$ cat config.mk
export PLATFORM = sky130hd
export DESIGN_NAME = alu_ctrl
export DESIGN_NICKNAME = d
export VERILOG_FILES = /design/src/rtl/alu_ctrl_pkg.sv /design/src/rtl/alu_ctrl_alu.sv /design/src/rtl/alu_ctrl.sv
export SDC_FILE = /design/constraint.sdc
export NUM_CORES = 1
export LEC_CHECK = 0
export CAP_MARGIN = 15
export CORE_MARGIN = 10
export CORE_UTILIZATION = 40
export CTS_CLUSTER_DIAMETER = 120
export DETAILED_ROUTE_END_ITERATION = 8
export PLACE_DENSITY = 0.69
export SLEW_MARGIN = 20
export SYNTH_ARGS = -nofsm -noshare
export SYNTH_HDL_FRONTEND = slang
export SYNTH_SLANG_ARGS = --single-unit
$ cat constraint.sdc
create_clock -name clk -period 9.5 [get_ports clk]
set_input_delay 1.425 -clock clk [delete_from_list [all_inputs] [get_ports clk]]
set_output_delay 1.425 -clock clk [all_outputs]
set_load 0.01 [all_outputs]
$ cat src/rtl/alu_ctrl_pkg.sv
`default_nettype none
// ============================================================================
//  Module   : alu_ctrl_pkg
//  Purpose  : Shared opcodes, FSM state encodings and multiply iteration count
//             for the alu_ctrl accumulator controller and its alu datapath.
//  Revision : 1.0  initial release
// ============================================================================
package alu_ctrl_pkg;

   // Command opcodes
   localparam logic [2:0] OP_ADD  = 3'b000;
   localparam logic [2:0] OP_SUB  = 3'b001;
   localparam logic [2:0] OP_AND  = 3'b010;
   localparam logic [2:0] OP_OR   = 3'b011;
   localparam logic [2:0] OP_LOAD = 3'b100;
   localparam logic [2:0] OP_MUL  = 3'b101;
   localparam logic [2:0] OP_CLR  = 3'b110;

   // ALU function selects
   localparam logic [1:0] SEL_ADD = 2'b00;
   localparam logic [1:0] SEL_SUB = 2'b01;
   localparam logic [1:0] SEL_AND = 2'b10;
   localparam logic [1:0] SEL_OR  = 2'b11;

   // Controller FSM states
   localparam logic [1:0] S_IDLE = 2'd0;
   localparam logic [1:0] S_EXEC = 2'd1;
   localparam logic [1:0] S_MUL  = 2'd2;
   localparam logic [1:0] S_RESP = 2'd3;

   // Shift-add multiply: one iteration per multiplier bit
   localparam int MUL_ITER = 4;

   // Opcodes 000..011 map directly onto the ALU select lines
   function automatic logic is_alu_op(input logic [2:0] op);
      return (op[2] == 1'b0);
   endfunction

endpackage : alu_ctrl_pkg
`default_nettype wire

$ cat src/rtl/alu_ctrl_alu.sv
`default_nettype none
// ============================================================================
//  Module   : alu
//  Purpose  : 4-bit combinational ALU (ADD / SUB / AND / OR) with carry-out
//             and zero flag.
//  Ports    : i_a, i_b   operands
//             i_sel      00 ADD, 01 SUB, 10 AND, 11 OR
//             o_result   4-bit result
//             o_carry    carry-out (SUB: 1 = no borrow; AND/OR: 0)
//             o_zero     o_result == 0
//  Revision : 1.0  initial release
// ============================================================================
module alu
   import alu_ctrl_pkg::*;
(
   input  logic [3:0] i_a,
   input  logic [3:0] i_b,
   input  logic [1:0] i_sel,
   output logic [3:0] o_result,
   output logic       o_carry,
   output logic       o_zero
);

   logic [3:0] w_neg_b;
   logic [4:0] w_sum;
   logic [4:0] w_diff;

   // Two's complement negate kept at 4 bits: b=0 gives 0, so SUB 0 has carry 0
   assign w_neg_b = (~i_b) + 4'd1;
   assign w_sum   = {1'b0, i_a} + {1'b0, i_b};
   assign w_diff  = {1'b0, i_a} + {1'b0, w_neg_b};

   always_comb begin
      o_result = 4'h0;
      o_carry  = 1'b0;
      case (i_sel)
         SEL_ADD: {o_carry, o_result} = w_sum;
         SEL_SUB: {o_carry, o_result} = w_diff;
         SEL_AND: o_result = i_a & i_b;
         default: o_result = i_a | i_b;
      endcase
   end

   assign o_zero = (o_result == 4'h0);

endmodule : alu
`default_nettype wire

$ cat src/rtl/alu_ctrl.sv
`default_nettype none
// ============================================================================
//  Module   : alu_ctrl
//  Purpose  : Command-driven 4-bit accumulator controller in front of a shared
//             alu. One command in flight; ALU ops take one execute cycle, MUL
//             takes four shift-add iterations through the same alu.
//  Ports    : clk, rst                     clock, async active-high reset
//             i_cmd_valid / o_cmd_ready    command handshake
//             i_cmd_op, i_cmd_operand      opcode and operand B
//             o_rsp_valid / i_rsp_ready    response handshake
//             o_rsp_result/carry/zero/err  response payload (held outside RESP)
//             o_acc                        current accumulator
//  Revision : 1.0  initial release
// ============================================================================
module alu_ctrl
   import alu_ctrl_pkg::*;
(
   input  logic       clk,
   input  logic       rst,
   input  logic       i_cmd_valid,
   output logic       o_cmd_ready,
   input  logic [2:0] i_cmd_op,
   input  logic [3:0] i_cmd_operand,
   output logic       o_rsp_valid,
   input  logic       i_rsp_ready,
   output logic [3:0] o_rsp_result,
   output logic       o_rsp_carry,
   output logic       o_rsp_zero,
   output logic       o_rsp_err,
   output logic [3:0] o_acc
);

   logic [1:0] r_state;
   logic [1:0] w_next_state;
   logic [2:0] r_op;
   logic [3:0] r_operand;
   logic [3:0] r_acc;
   logic [3:0] r_hi;
   logic [3:0] r_lo;
   logic [1:0] r_cnt;
   logic [3:0] r_rsp_result;
   logic       r_rsp_carry;
   logic       r_rsp_zero;
   logic       r_rsp_err;

   logic       w_cmd_fire;
   logic       w_rsp_fire;
   logic       w_mul_last;
   logic [3:0] w_alu_a;
   logic [3:0] w_alu_b;
   logic [1:0] w_alu_sel;
   logic [3:0] w_alu_result;
   logic       w_alu_carry;
   logic       w_alu_zero;
   logic [3:0] w_ex_result;
   logic       w_ex_carry;
   logic       w_ex_zero;
   logic       w_ex_err;
   logic       w_mul_c;
   logic [3:0] w_mul_sum;
   logic [3:0] w_mul_hi_n;
   logic [3:0] w_mul_lo_n;

   assign w_cmd_fire = i_cmd_valid & o_cmd_ready;
   assign w_rsp_fire = o_rsp_valid & i_rsp_ready;
   assign w_mul_last = (r_cnt == 2'(MUL_ITER - 1));

   // ---------------- FSM: state register ----------------
   always_ff @(posedge clk or posedge rst) begin
      if (rst) r_state <= S_IDLE;
      else     r_state <= w_next_state;
   end

   // ---------------- FSM: next state ----------------
   always_comb begin
      w_next_state = r_state;
      case (r_state)
         S_IDLE: if (w_cmd_fire) w_next_state = (i_cmd_op == OP_MUL) ? S_MUL : S_EXEC;
         S_EXEC: w_next_state = S_RESP;
         S_MUL:  if (w_mul_last) w_next_state = S_RESP;
         default: if (w_rsp_fire) w_next_state = S_IDLE;
      endcase
   end

   // ---------------- FSM: outputs ----------------
   // cmd_ready is gated by rst so nothing looks acceptable while reset is held
   always_comb begin
      o_cmd_ready = (r_state == S_IDLE) & ~rst;
      o_rsp_valid = (r_state == S_RESP);
   end

   // ---------------- shared alu ----------------
   // MUL accumulates the multiplicand (acc) into hi; EXEC works on acc/operand
   assign w_alu_a   = (r_state == S_MUL) ? r_hi  : r_acc;
   assign w_alu_b   = (r_state == S_MUL) ? r_acc : r_operand;
   assign w_alu_sel = (r_state == S_MUL) ? SEL_ADD : r_op[1:0];

   alu u_alu (
      .i_a      (w_alu_a),
      .i_b      (w_alu_b),
      .i_sel    (w_alu_sel),
      .o_result (w_alu_result),
      .o_carry  (w_alu_carry),
      .o_zero   (w_alu_zero)
   );

   // ---------------- single-cycle op results ----------------
   always_comb begin
      w_ex_result = r_acc;
      w_ex_carry  = 1'b0;
      w_ex_zero   = (r_acc == 4'h0);
      w_ex_err    = 1'b0;
      if (is_alu_op(r_op)) begin
         w_ex_result = w_alu_result;
         w_ex_carry  = w_alu_carry;
         w_ex_zero   = w_alu_zero;
      end else if (r_op == OP_LOAD) begin
         w_ex_result = r_operand;
         w_ex_zero   = (r_operand == 4'h0);
      end else if (r_op == OP_CLR) begin
         w_ex_result = 4'h0;
         w_ex_zero   = 1'b1;
      end else begin
         // reserved opcode: accumulator passes through untouched
         w_ex_err    = 1'b1;
      end
   end

   // ---------------- shift-add iteration ----------------
   // {c,hi,lo} after optional add, shifted right by one
   assign w_mul_c    = r_lo[0] & w_alu_carry;
   assign w_mul_sum  = r_lo[0] ? w_alu_result : r_hi;
   assign w_mul_hi_n = {w_mul_c, w_mul_sum[3:1]};
   assign w_mul_lo_n = {w_mul_sum[0], r_lo[3:1]};

   // ---------------- datapath registers ----------------
   always_ff @(posedge clk or posedge rst) begin
      if (rst) begin
         r_op         <= 3'b000;
         r_operand    <= 4'h0;
         r_acc        <= 4'h0;
         r_hi         <= 4'h0;
         r_lo         <= 4'h0;
         r_cnt        <= 2'd0;
         r_rsp_result <= 4'h0;
         r_rsp_carry  <= 1'b0;
         r_rsp_zero   <= 1'b0;
         r_rsp_err    <= 1'b0;
      end else begin
         case (r_state)
            S_IDLE: begin
               if (w_cmd_fire) begin
                  r_op      <= i_cmd_op;
                  r_operand <= i_cmd_operand;
                  r_hi      <= 4'h0;
                  r_lo      <= i_cmd_operand;
                  r_cnt     <= 2'd0;
               end
            end
            S_EXEC: begin
               r_acc        <= w_ex_result;
               r_rsp_result <= w_ex_result;
               r_rsp_carry  <= w_ex_carry;
               r_rsp_zero   <= w_ex_zero;
               r_rsp_err    <= w_ex_err;
            end
            S_MUL: begin
               r_hi  <= w_mul_hi_n;
               r_lo  <= w_mul_lo_n;
               r_cnt <= r_cnt + 2'd1;
               if (w_mul_last) begin
                  // product overflow is anything left in the high nibble
                  r_acc        <= w_mul_lo_n;
                  r_rsp_result <= w_mul_lo_n;
                  r_rsp_carry  <= |w_mul_hi_n;
                  r_rsp_zero   <= (w_mul_lo_n == 4'h0);
                  r_rsp_err    <= 1'b0;
               end
            end
            default: ;
         endcase
      end
   end

   assign o_rsp_result = r_rsp_result;
   assign o_rsp_carry  = r_rsp_carry;
   assign o_rsp_zero   = r_rsp_zero;
   assign o_rsp_err    = r_rsp_err;
   assign o_acc        = r_acc;

endmodule : alu_ctrl
`default_nettype wire
* Yosys cells after proc, flatten, opt, wreduce, memory -nomap -nowiden
Cells that the tools add are included.
Storage, ports and cells: register bits 26, bits of input ports 11, output and inout port bits 13, word-level logic and storage cells 84
Cells by class: add/sub/neg operators 4, equal/unequal tests 12, mux-type cells 35, bitwise gates (word level) 8, reductions and logical operators 15
Operator list (count):
- 4-bit 2-to-1 mux | 9
- 4-bit one-hot mux with 2 select lines | 3
- 4-bit logical NOT | 4
- 2-bit 2-to-1 mux | 6
- 4-bit one-hot mux with 3 select lines | 1
- 4-bit by 4-bit adder with 5-bit output | 2
- 1-bit 2-to-1 mux | 10
- 3-bit == test, second input constant | 3
- 2-bit == test, second input constant | 4
- 1-bit one-hot mux with 2 select lines | 4
- 2-bit one-hot mux with 3 select lines | 1
- 2-bit AND reduction | 3
- 3-bit AND reduction | 2
- 4-bit by 1-bit adder with 4-bit output, second input constant | 1
- 1-bit bitwise AND | 4
- 4-bit bitwise AND | 1
- 2-bit by 1-bit == test with 1-bit output, second input constant | 2
- 2-bit logical NOT | 2
- 2-bit != test, second input constant | 2
- 4-bit != test, second input constant | 1
- 4-bit inverter | 1
- 4-bit OR | 1
- 2-bit one-hot mux with 2 select lines | 1
- 2-bit nonzero test | 2
- other kinds (4) | 4

* Longest topological paths before layout
Gate-level depths: netlist (run 1).
word-level depth 10, gate-level depth with buffers 14

* Cells and area by module
From an unflattened synthesis (run 1), not the netlist that was laid out.
Unflattened totals: cells, all modules 204, area, all modules 2059.5 sq um
By module, submodules not included:
- alu_ctrl | times used 1, cells each 137, area each 1557.7 sq um, sequential area each 650.6 sq um
- alu | times used 1, cells each 67, area each 501.7 sq um, sequential area each 0.0 sq um

* Worst setup path before layout (run 1)
No wires, ideal clock.
kind flip-flop to flip-flop, start register r_state[0], end register r_rsp_carry (netlist: o_rsp_carry), library setup time 0.138 ns, arrival time 3.018 ns, data required time 9.362 ns, path slack 6.344 ns, stages on the path, launching flop included 13, cell sequence dfrtp_1 inv_1 ha_1 buf_1 mux2i_1 xor2_1 inv_1 fa_1 mux2i_1 a221oi_1 nand2_1 o31ai_1 o211ai_1
Between the ends: word-level cells in the longest chain between the ends 10
Ends and longest elaborated chain:
- start: declaration | RTL line alu_ctrl.sv:33 | logic [1:0] r_state;
- start signal: assignment | RTL line alu_ctrl.sv:71 | else r_state <= w_next_state;
- 2-bit == test
- 4-bit 2-to-1 mux | RTL line alu_ctrl.sv:95 | assign w_alu_b = (r_state == S_MUL) ? r_acc : r_operand;
- 4-bit inverter | RTL line alu_ctrl_alu.sv:29 | assign w_neg_b = (~i_b) + 4'd1;
- 4-bit by 1-bit adder with 4-bit output | RTL line alu_ctrl_alu.sv:29
- 4-bit by 4-bit adder with 5-bit output | RTL line alu_ctrl_alu.sv:31 | assign w_diff = {1'b0, i_a} + {1'b0, w_neg_b};
- 4-bit one-hot mux with 3 select lines / 1-bit one-hot mux with 2 select lines (equally long branches) | RTL line alu_ctrl_alu.sv:36 | case (i_sel)
- 4-bit 2-to-1 mux / 1-bit bitwise AND (equally long branches) | RTL line alu_ctrl.sv:132, alu_ctrl.sv:131
- 4-bit OR reduction | RTL line alu_ctrl.sv:175 | r_rsp_carry <= |w_mul_hi_n;
- 1-bit 2-to-1 mux | RTL line alu_ctrl.sv:171 | if (w_mul_last) begin
- 1-bit one-hot mux with 2 select lines | RTL line alu_ctrl.sv:150 | case (r_state)
- end signal: assignment | RTL line alu_ctrl.sv:163 | r_rsp_carry <= w_ex_carry;
- end signal: assignment | RTL line alu_ctrl.sv:175
- end: declaration | RTL line alu_ctrl.sv:42 | logic r_rsp_carry;
Several ways; a longest one is shown, not always the timed one. The select of a mux whose other input is x is not followed. A chain may end at the register's enable or synchronous reset.

* Worst setup path after layout (run 1)
start input rst, end output o_cmd_ready
Between the ends: word-level cells in the longest chain between the ends 2
Ends and longest elaborated chain:
- start: declaration | RTL line alu_ctrl.sv:19 | input logic rst,
- 1-bit inverter | RTL line alu_ctrl.sv:88 | o_cmd_ready = (r_state == S_IDLE) & ~rst;
- 1-bit bitwise AND | RTL line alu_ctrl.sv:88
- end: declaration | RTL line alu_ctrl.sv:21 | output logic o_cmd_ready,
Every way passes these cells.

==> summary.md, run 1 <==
| Metric | Value |
|---|---|
| Arrival time worst endpoint | `between 2000 and 3000 ps` |
| DRT Pass-1 Iters | `4` |
| Setup Crit Path Kind | `primary input to primary output` |
| Max-slew violations | `0` |
| Post-route DRC | `0` |
| Reg2reg path depth | `12` |
| Ys async rst share | `100%` |
| Rel. slew slack | `approximately 36%` |
| H-tree depth | `1` |
| Average size of a mapped cell | `between 8 and 9 sq um` |
| Die area | `between 8000 and 9000 sq um` |
| Detailed Place HPWL | `about 4 mm` |
| Drt first-iter violations | `94` |
| Number of global-route vias before repair | `1793` |
| Area Growth Syn to Fin | `15.6%` |
| Final Routed Wirelength | `5.08 mm` |
| Fin util | `47.2%` |
| Setup Skew | `approximately 4.3 ps` |
| Hold path cells | `2` |
| GRT Overall Usage | `roughly an eighth` |
| Initial antenna violation count | `0` |
| Outcome | `complete, no violations` |
| Die Ht | `~90 um` |
| Clock-pin slew on the worst setup and hold paths | `roughly 90 ps` |
| DRT antenna net count | `0` |
| Syn Nets | `between 200 and 300` |
| Fin crit share | `between 40% and 50%` |
| Worst-path fanout max | `3` |
| Final net count | `~280` |
| Fmax | `0.249 GHz` |
| Min Tclk post-route | `about 4000 ps` |
| Hold-fix buffer count after cts | `0` |
| Hold Crit Class | `flop to flop` |
| Diodes inserted | `0` |
| Post-CTS Setup Repair Bufs | `0` |
| Number of setup violations in the final report | `0` |
| # Max-Cap Violations | `0` |
| IO Port Bufs | `23` |
| Top Ports | `24` |
| Actual slew at the worst max-slew pin | `between 900 and 1000 ps` |
| TritonCTS buffer count | `3` |
| Clock Latency Late Sink | `around 270 ps` |
| Final Hold Fails | `0` |
| Die W | `between 90 and 100 um` |
| Flops & latches, synth | `26` |
| Maximum root-to-sink buffer count | `2` |
| Critical path capture point type | `primary output` |
| Required time of the critical path | `slightly above 8000 ps` |
| First-pass GRT wire length | `between 8 and 9 mm` |
| Worst R2R Setup Slack | `around 5700 ps` |
| Detailed-route via count | `about 1800` |
| Row Count | `26` |
| Startpoint Class | `primary input` |
| YS warnings | `0` |
| Post_cts resized | `0` |
| Synth unique cells | `56` |
| Drt wl/cell | `about 16 um` |
| Post-synthesis sequential area ratio | `between 30% and 40%` |
| Number of synthesized flops with an enable pin | `0` |
| Total congestion overflow | `0` |
| Synth Cell Area | `a little over 2000 sq um` |
| Largest net degree at the start of global routing | `27` |
| Vias per inst | `5.67` |
| CTS tree | `yes` |
| GPL Wtd Cong | `roughly 0.84` |
| Worst setup margin | `5480 ps` |
| Synth top area share | `a little under a third` |
| Root buffer cell | `clkbuf_8` |
| # clock sinks | `26` |
| Post-route cell area | `between 2000 and 2500 sq um` |
| Post-synth top area cell | `dfrtp_1` |
| Placed instance area | `around 2300 sq um` |
| Core area | `about 5000 sq um` |
| Main synth FF type | `dfrtp_1` |
| Mapped Cells | `231` |
| Unrepaired setup endpoints after global routing | `false` |
| Final setup TNS | `0 ps` |
| Pre-CTS setup slack | `5490 ps` |
| Synth area leaders | `dfrtp_1, ha_1, mux2_2, nand2_1, mux2i_1` |
| Initial Util | `40.8%` |
| Share of cells above drive strength 1 | `under 10%` |
per-layer routing:
layer	wire length [um]	track usage, %
met4	34	3.86
met1	2320	15.2
met3	308	2.28
met5	0	0
met2	2420	20.2
cells in the final DEF (no fill, tap or decap), drive strengths merged, types with 6 or more instances in the layout:
master,n
a21oi,14
clkdlybuf4s50,23
dfrtp,26
ha,15
inv,14
mux2,15
mux2i,8
nand2,25
nand2b,6
nor2,8
o21ai,21
critical path, stage by stage:
cell and delay, ps:
clkdlybuf4s50_1 420, nor2_1 170, clkdlybuf4s50_1 580
kinds of logic (layout without fill, tap and decap cells):
logic type	Yosys count	count (layout)	share of synthesized area [%]
compound gates	70	70	23.0
simple gates	64	64	15.5
buf+inv	28	44	6.01
flops	26	26	31.6
mux	23	23	12.1
fa+ha+maj	16	16	10.1
xor+xnor	4	4	1.70
per-stage QoR:
stage	cells	hold slack, ps
final	317	493
after global routing	317	540
after floorplan	231	472
after CTS	317	505
after global placement	313	479
after detailed placement	313	484
flip-flops by register name, summed over array words and instances, names as in the netlist:
| name | cells |
|---|---|
| r_state | 2 |
| r_operand | 4 |
| r_hi | 4 |
| r_lo | 4 |
| r_op | 3 |
| o_rsp_carry | 1 |
| o_rsp_err | 1 |
| o_rsp_zero | 1 |
| r_cnt | 2 |
| o_rsp_result | 4 |
worst paths after layout:
kind / startpoint / endpoint
hold reg to reg: o_rsp_err / o_rsp_err
min in group asynchronous: rst / o_rsp_zero
setup / recovery: rst / o_cmd_ready
hold / removal: o_rsp_err / o_rsp_err
setup reg to reg: r_state[0] / o_rsp_carry
max in group asynchronous: rst / o_rsp_err
Yosys cell counts, drive strengths merged, types with 2 or more instances:
cell / instances
o31ai: 4
dfrtp: 26
nor4bb: 2
ha: 15
clkbuf: 4
or3: 2
inv: 15
o211ai: 3
nor3: 3
nand2: 25
nor2: 8
mux2i: 8
xnor2: 3
a21o: 2
buf: 9
nor2b: 4
nor4: 3
nand3: 4
nand2b: 6
o21a: 2
a31oi: 2
o22ai: 2
o21ai: 21
or2: 2
and3: 2
a31o: 2
a21oi: 14
mux2: 15
final cells by class:
class / instances / area [sq um]
Timing Repair Buffer: 25 / 245
Clock buffer: 4 / 55.1
Sequential cell: 26 / 651
Fill cell: 501 / 2660
Inverter: 15 / 56.3
Tap cell: 70 / 87.6
Multi-Input combinational cell: 177 / 1280
Power of run 1 is left out: the tool's default activity adds up to more than one toggle a clock period on the data nets, which glitch-free logic cannot reach.
==> run 2: changes to the inputs <==
clock period = 4.1 ns   (was 9.5 ns; I/O delays follow)
==> summary.md, run 2 (synthesis gave the netlist of run 1 again) <==
| Metric | Value |
|---|---|
| Final net count | `276 (was 275)` |
| Most frequent cells in the layout | `dfrtp_1, nand2_1, clkdlybuf4s50_1, o21ai_0 (unchanged)` |
| Core area | `5040 sq um (unchanged)` |
| Rel. slew slack | `31.7% (was 36.3%)` |
| Arrival time worst endpoint | `3730 ps (was 2590 ps)` |
| Critical path capture point type | `flop (was primary output)` |
| GPL Wtd Cong | `0.866 (was 0.835)` |
| Vias per inst | `5.59 (was 5.67)` |
| Max-slew violations | `0 (unchanged)` |
| Maximum root-to-sink buffer count | `2 (unchanged)` |
| Hold Crit Class | `flop to flop (unchanged)` |
| Drt first-iter violations | `119 (was 94)` |
| GRT Overall Usage | `13.0% (was 12.0%)` |
| Final setup TNS | `0 ps (unchanged)` |
| Setup Skew | `3.49 ps (was 4.25 ps)` |
| First-pass GRT wire length | `9.29 mm (was 8.61 mm)` |
| Initial Util | `40.8% (unchanged)` |
| Largest net degree at the start of global routing | `27 (unchanged)` |
| Fin crit share | `87.3%` |
| Crit-path most repeated cell | `inv_1 (was clkdlybuf4s50_1)` |
| Row Count | `26 (unchanged)` |
| # Max-Cap Violations | `0 (unchanged)` |
| Diodes inserted | `0 (unchanged)` |
| Hold-fix buffer count after cts | `0 (unchanged)` |
| Multi-input logic area | `1280 sq um (unchanged)` |
| Number of setup violations in the final report | `0 (unchanged)` |
| Actual slew at the worst max-slew pin | `1020 ps (was 950 ps)` |
| # clock sinks | `26 (unchanged)` |
| Top delay family on crit path | `compound AO/OA/AOI/OAI gates (was buffers and inverters)` |
| Total congestion overflow | `0 (unchanged)` |
| Drt wl/cell | `16.5 um (was 16.0 um)` |
| CP cell instances | `inv_1 > ha_1 > buf_4 > nand2b_1 > a21boi_0 > xor2_1 > inv_1 > fa_1 > mux2i_1 > a221oi_1 > nand2_1 > o31ai_1 > o211ai_1 (was clkdlybuf4s50_1 > nor2_1 > clkdlybuf4s50_1)` |
| Fillers | `486 (was 501)` |
| Clock Latency Late Sink | `280 ps (was 270 ps)` |
| Unrepaired setup endpoints after global routing | `false (unchanged)` |
| Die Ht | `91.8 um (unchanged)` |
| Outcome | `complete, no violations (unchanged)` |
| Detailed Place HPWL | `4.05 mm (was 3.90 mm)` |
| Startpoint Class | `flop (was primary input)` |
| Worst-path fanout max | `14 (was 3)` |
| WP buf/inv | `3 (was 2)` |
| DRT antenna net count | `0 (unchanged)` |
| Crit-path max cell delay | `540 ps (was 580 ps)` |
| Post_cts resized | `0 (unchanged)` |
| Root buffer cell | `clkbuf_8 (unchanged)` |
| Register area | `651 sq um (unchanged)` |
| Required time of the critical path | `4260 ps (was 8080 ps)` |
| Number of global-route vias before repair | `1833 (was 1793)` |
| Placed instance area | `2330 sq um (was 2320 sq um)` |
| Detailed-route via count | `1778 (was 1798)` |
| Min Tclk post-route | `3580 ps` |
| Fmax | `0.280 GHz` |
| Most common cell after layout, fill and taps aside | `dfrtp_1 (unchanged)` |
| Post-route cell area | `2390 sq um (was 2380 sq um)` |
| CP max stage cell | `fa_1 (was clkdlybuf4s50_1)` |
| Share of cells above drive strength 1 | `10.1% (was 9.72%)` |
| Post-CTS Setup Repair Bufs | `0 (unchanged)` |
| Top Ports | `24 (unchanged)` |
| Die area | `8420 sq um (unchanged)` |
| Setup Crit Path Kind | `flop to flop (was primary input to primary output)` |
| DRT Pass-1 Iters | `5 (was 4)` |
| TritonCTS buffer count | `3 (unchanged)` |
| Final Routed Wirelength | `5.24 mm (was 5.08 mm)` |
| H-tree depth | `1 (unchanged)` |
| Die W | `91.8 um (unchanged)` |
| IO Port Bufs | `23 (unchanged)` |
| Post-route DRC | `0 (unchanged)` |
| CTS tree | `yes (unchanged)` |
| Clock-pin slew on the worst setup and hold paths | `100 ps (was 90 ps)` |
| Final Hold Fails | `0 (unchanged)` |
| Area Growth Syn to Fin | `15.9% (was 15.6%)` |
| Initial antenna violation count | `0 (unchanged)` |
[run 2: worst min-delay path, delay by kind of cell (launching register included)]
kind	cells	cell delay, ps
AO/OA/AOI/OAI	1	70
AND/OR/NAND/NOR	1	50
flip-flops	1	360
[run 2: path summary, 6_finish.rpt]
kind	from	endpoint	slack [ps]	depth (start not counted)
hold reg to reg	o_rsp_err	o_rsp_err	520	2
setup / recovery	r_state[0]	o_rsp_carry	520	13
hold / removal	o_rsp_err	o_rsp_err	520	2
max in group asynchronous	rst	o_rsp_zero	2580	2
setup reg to reg	r_state[0]	o_rsp_carry	520	13
min in group asynchronous	rst	r_state[0]	900	2
[run 2: area by class of cell]
cell class / count / area share, %
clock buffers: 4 / 2.31
flip-flops and latches: 26 / 27.3
repair buffers: 26 / 10.6
inverters: 15 / 2.36
well taps: 70 / 3.67
multi-input cells: 177 / 53.8
[run 2: stage by stage]
stage	utilization (%)	hold slack [ps]	std cells	setup slack [ps]
2_1_floorplan	-	472	231	944
3_3_place_gp	46.3	493	314	733
3_5_place_dp	46.3	499	314	536
4_1_cts	47.3	524	318	505
5_1_grt	47.3	558	318	111
6_report	47.3	521	318	523
[run 2: routing by layer]
metal,track usage [%],up-vias,routed length [um]
li1,-,875,-
met1,17.4,850,2460
met2,20.9,48,2440
met3,2.12,5,282
met4,3.98,0,62
met5,0,-,0
Power of run 2 is left out for the same reason.
==> run 3: changes to the inputs <==
CORE_UTILIZATION = 56   (was 40)
PLACE_DENSITY = 0.89   (was 0.69)
==> summary.md, run 3 (synthesis gave the netlist of run 1 again) <==
| Metric | Value |
|---|---|
| First-pass GRT wire length | `9.14 mm (was 9.29 mm)` |
| Final net count | `276 (unchanged)` |
| Clock-pin slew on the worst setup and hold paths | `90 ps (was 100 ps)` |
| IO Port Bufs | `23 (unchanged)` |
| GPL Wtd Cong | `0.959 (was 0.866)` |
| WHS Endpoint | `o_rsp_err (unchanged)` |
| DRT antenna net count | `0 (unchanged)` |
| Vias per inst | `6.41 (was 5.59)` |
| Unrepaired setup endpoints after global routing | `false (unchanged)` |
| Final Hold Fails | `0 (unchanged)` |
| Row Count | `21 (was 26)` |
| TritonCTS buffer count | `3 (unchanged)` |
| Hold Crit Start | `o_rsp_err (unchanged)` |
| Reg-to-Reg End | `o_rsp_carry (unchanged)` |
| Actual slew at the worst max-slew pin | `976 ps (was 1020 ps)` |
| Post_cts resized | `0 (unchanged)` |
| DRT Pass-1 Iters | `4 (was 5)` |
| Die W | `80.6 um (was 91.8 um)` |
| Max-slew violations | `0 (unchanged)` |
| Fin crit share | `86.7% (was 87.3%)` |
| Arrival time worst endpoint | `3690 ps (was 3730 ps)` |
| Final Routed Wirelength | `5.47 mm (was 5.24 mm)` |
| Most frequent cells in the layout | `dfrtp_1, nand2_1, clkdlybuf4s50_1, o21ai_0 (unchanged)` |
| Startpoint Class | `flop (unchanged)` |
| Fin util | `69.0% (was 47.3%)` |
| Hold Crit Class | `flop to flop (unchanged)` |
| Total congestion overflow | `0 (unchanged)` |
| Setup Skew | `3.74 ps (was 3.49 ps)` |
| Detailed-route via count | `1884 (was 1778)` |
| Post-route DRC | `0 (unchanged)` |
| Die area | `6500 sq um (was 8420 sq um)` |
| Area Growth Syn to Fin | `15.2% (was 15.9%)` |
| Hold-fix buffer count after cts | `0 (unchanged)` |
| Outcome | `complete, no violations (unchanged)` |
| Most common cell after layout, fill and taps aside | `dfrtp_1 (unchanged)` |
| Number of setup violations in the final report | `0 (unchanged)` |
| Worst-path fanout max | `5 (was 14)` |
| Initial Util | `59.8% (was 40.8%)` |
| Initial antenna violation count | `0 (unchanged)` |
| Post-CTS Setup Repair Bufs | `0 (unchanged)` |
| Maximum root-to-sink buffer count | `2 (unchanged)` |
| Critical path capture point type | `flop (unchanged)` |
| Drt first-iter violations | `187 (was 119)` |
| Number of global-route vias before repair | `1898 (was 1833)` |
| H-tree depth | `1 (unchanged)` |
| Setup Crit Path Kind | `flop to flop (unchanged)` |
| Fillers | `269 (was 486)` |
| Required time of the critical path | `4240 ps (was 4260 ps)` |
| Hold path cells | `2 (unchanged)` |
| Detailed Place HPWL | `4.20 mm (was 4.05 mm)` |
| # clock sinks | `26 (unchanged)` |
| Clock Latency Late Sink | `270 ps (was 280 ps)` |
| Top Ports | `24 (unchanged)` |
| Final setup TNS | `0 ps (unchanged)` |
| Worst R2R Setup Slack | `550 ps (was 520 ps)` |
| Core area | `3440 sq um (was 5040 sq um)` |
| Root buffer cell | `clkbuf_8 (unchanged)` |
| Diodes inserted | `0 (unchanged)` |
| R2R Path Start | `r_state[0] (unchanged)` |
| Share of cells above drive strength 1 | `10.1% (unchanged)` |
| Die Ht | `80.6 um (was 91.8 um)` |
| Largest net degree at the start of global routing | `27 (unchanged)` |
| CTS tree | `yes (unchanged)` |
| # Max-Cap Violations | `0 (unchanged)` |
| Fmax | `0.281 GHz (was 0.280 GHz)` |
| Min Tclk post-route | `3550 ps (was 3580 ps)` |
| Rel. slew slack | `34.9% (was 31.7%)` |
| Reg2reg path depth | `12 (was 13)` |
| GRT Overall Usage | `17.3% (was 13.0%)` |
| Drt wl/cell | `18.6 um (was 16.5 um)` |
-- run 3: area by class of cell --
cell class | count | area, sq um | area share, %
Tap cell | 46 | 57.6 | 2.42
Clock buffer | 3 | 41.3 | 1.74
Sequential cell | 26 | 651 | 27.4
Clock inverter | 1 | 30.0 | 1.27
Timing Repair Buffer | 26 | 253 | 10.6
Inverter | 15 | 56.3 | 2.37
Multi-Input combinational cell | 177 | 1280 | 54.1
-- run 3: worst max-delay path, stage by stage (launching register included) --
cell and delay, ps:
dfrtp_1 430, inv_1 140, ha_1 300, nand2b_1 160, a21boi_0 420, xor2_1 240
inv_1 100, fa_1 540, mux2i_1 60, a221oi_1 490, nand2_1 140, o31ai_1 270
o211ai_1 120
-- run 3: worst max path at each step --
stage | cells after the start | startpoint | endpoint | slack, ps
after floorplan | 12 | r_state[0] | o_rsp_carry | 940
after global placement | 12 | r_state[0] | o_rsp_carry | 850
after detailed placement | 12 | r_state[0] | o_rsp_carry | 640
after CTS | 12 | r_state[0] | o_rsp_carry | 580
after global routing | 12 | r_state[0] | o_rsp_carry | 210
final | 12 | r_state[0] | o_rsp_carry | 550
-- run 3: per-stage QoR --
stage	instance area (sq um)	worst slack (ps)	cells	hold WS [ps]
6_report	2370	546	294	499
5_1_grt	2370	213	294	535
4_1_cts	2370	584	294	505
3_5_place_dp	2300	635	290	486
3_3_place_gp	2300	852	290	472
2_1_floorplan	2060	944	231	472
-- run 3: per-layer routing --
layer / up-vias / routed length (um) / global-route usage (%) / share of wire, %
li1: 880 / - / - / -
met1: 919 / 2170 / 20.0 / 40
met2: 74 / 2870 / 31.2 / 52
met3: 11 / 339 / 2.90 / 6.2
met4: 0 / 91 / 5.81 / 1.7
met5: - / 0 / 0 / 0
Power of run 3 is left out for the same reason.
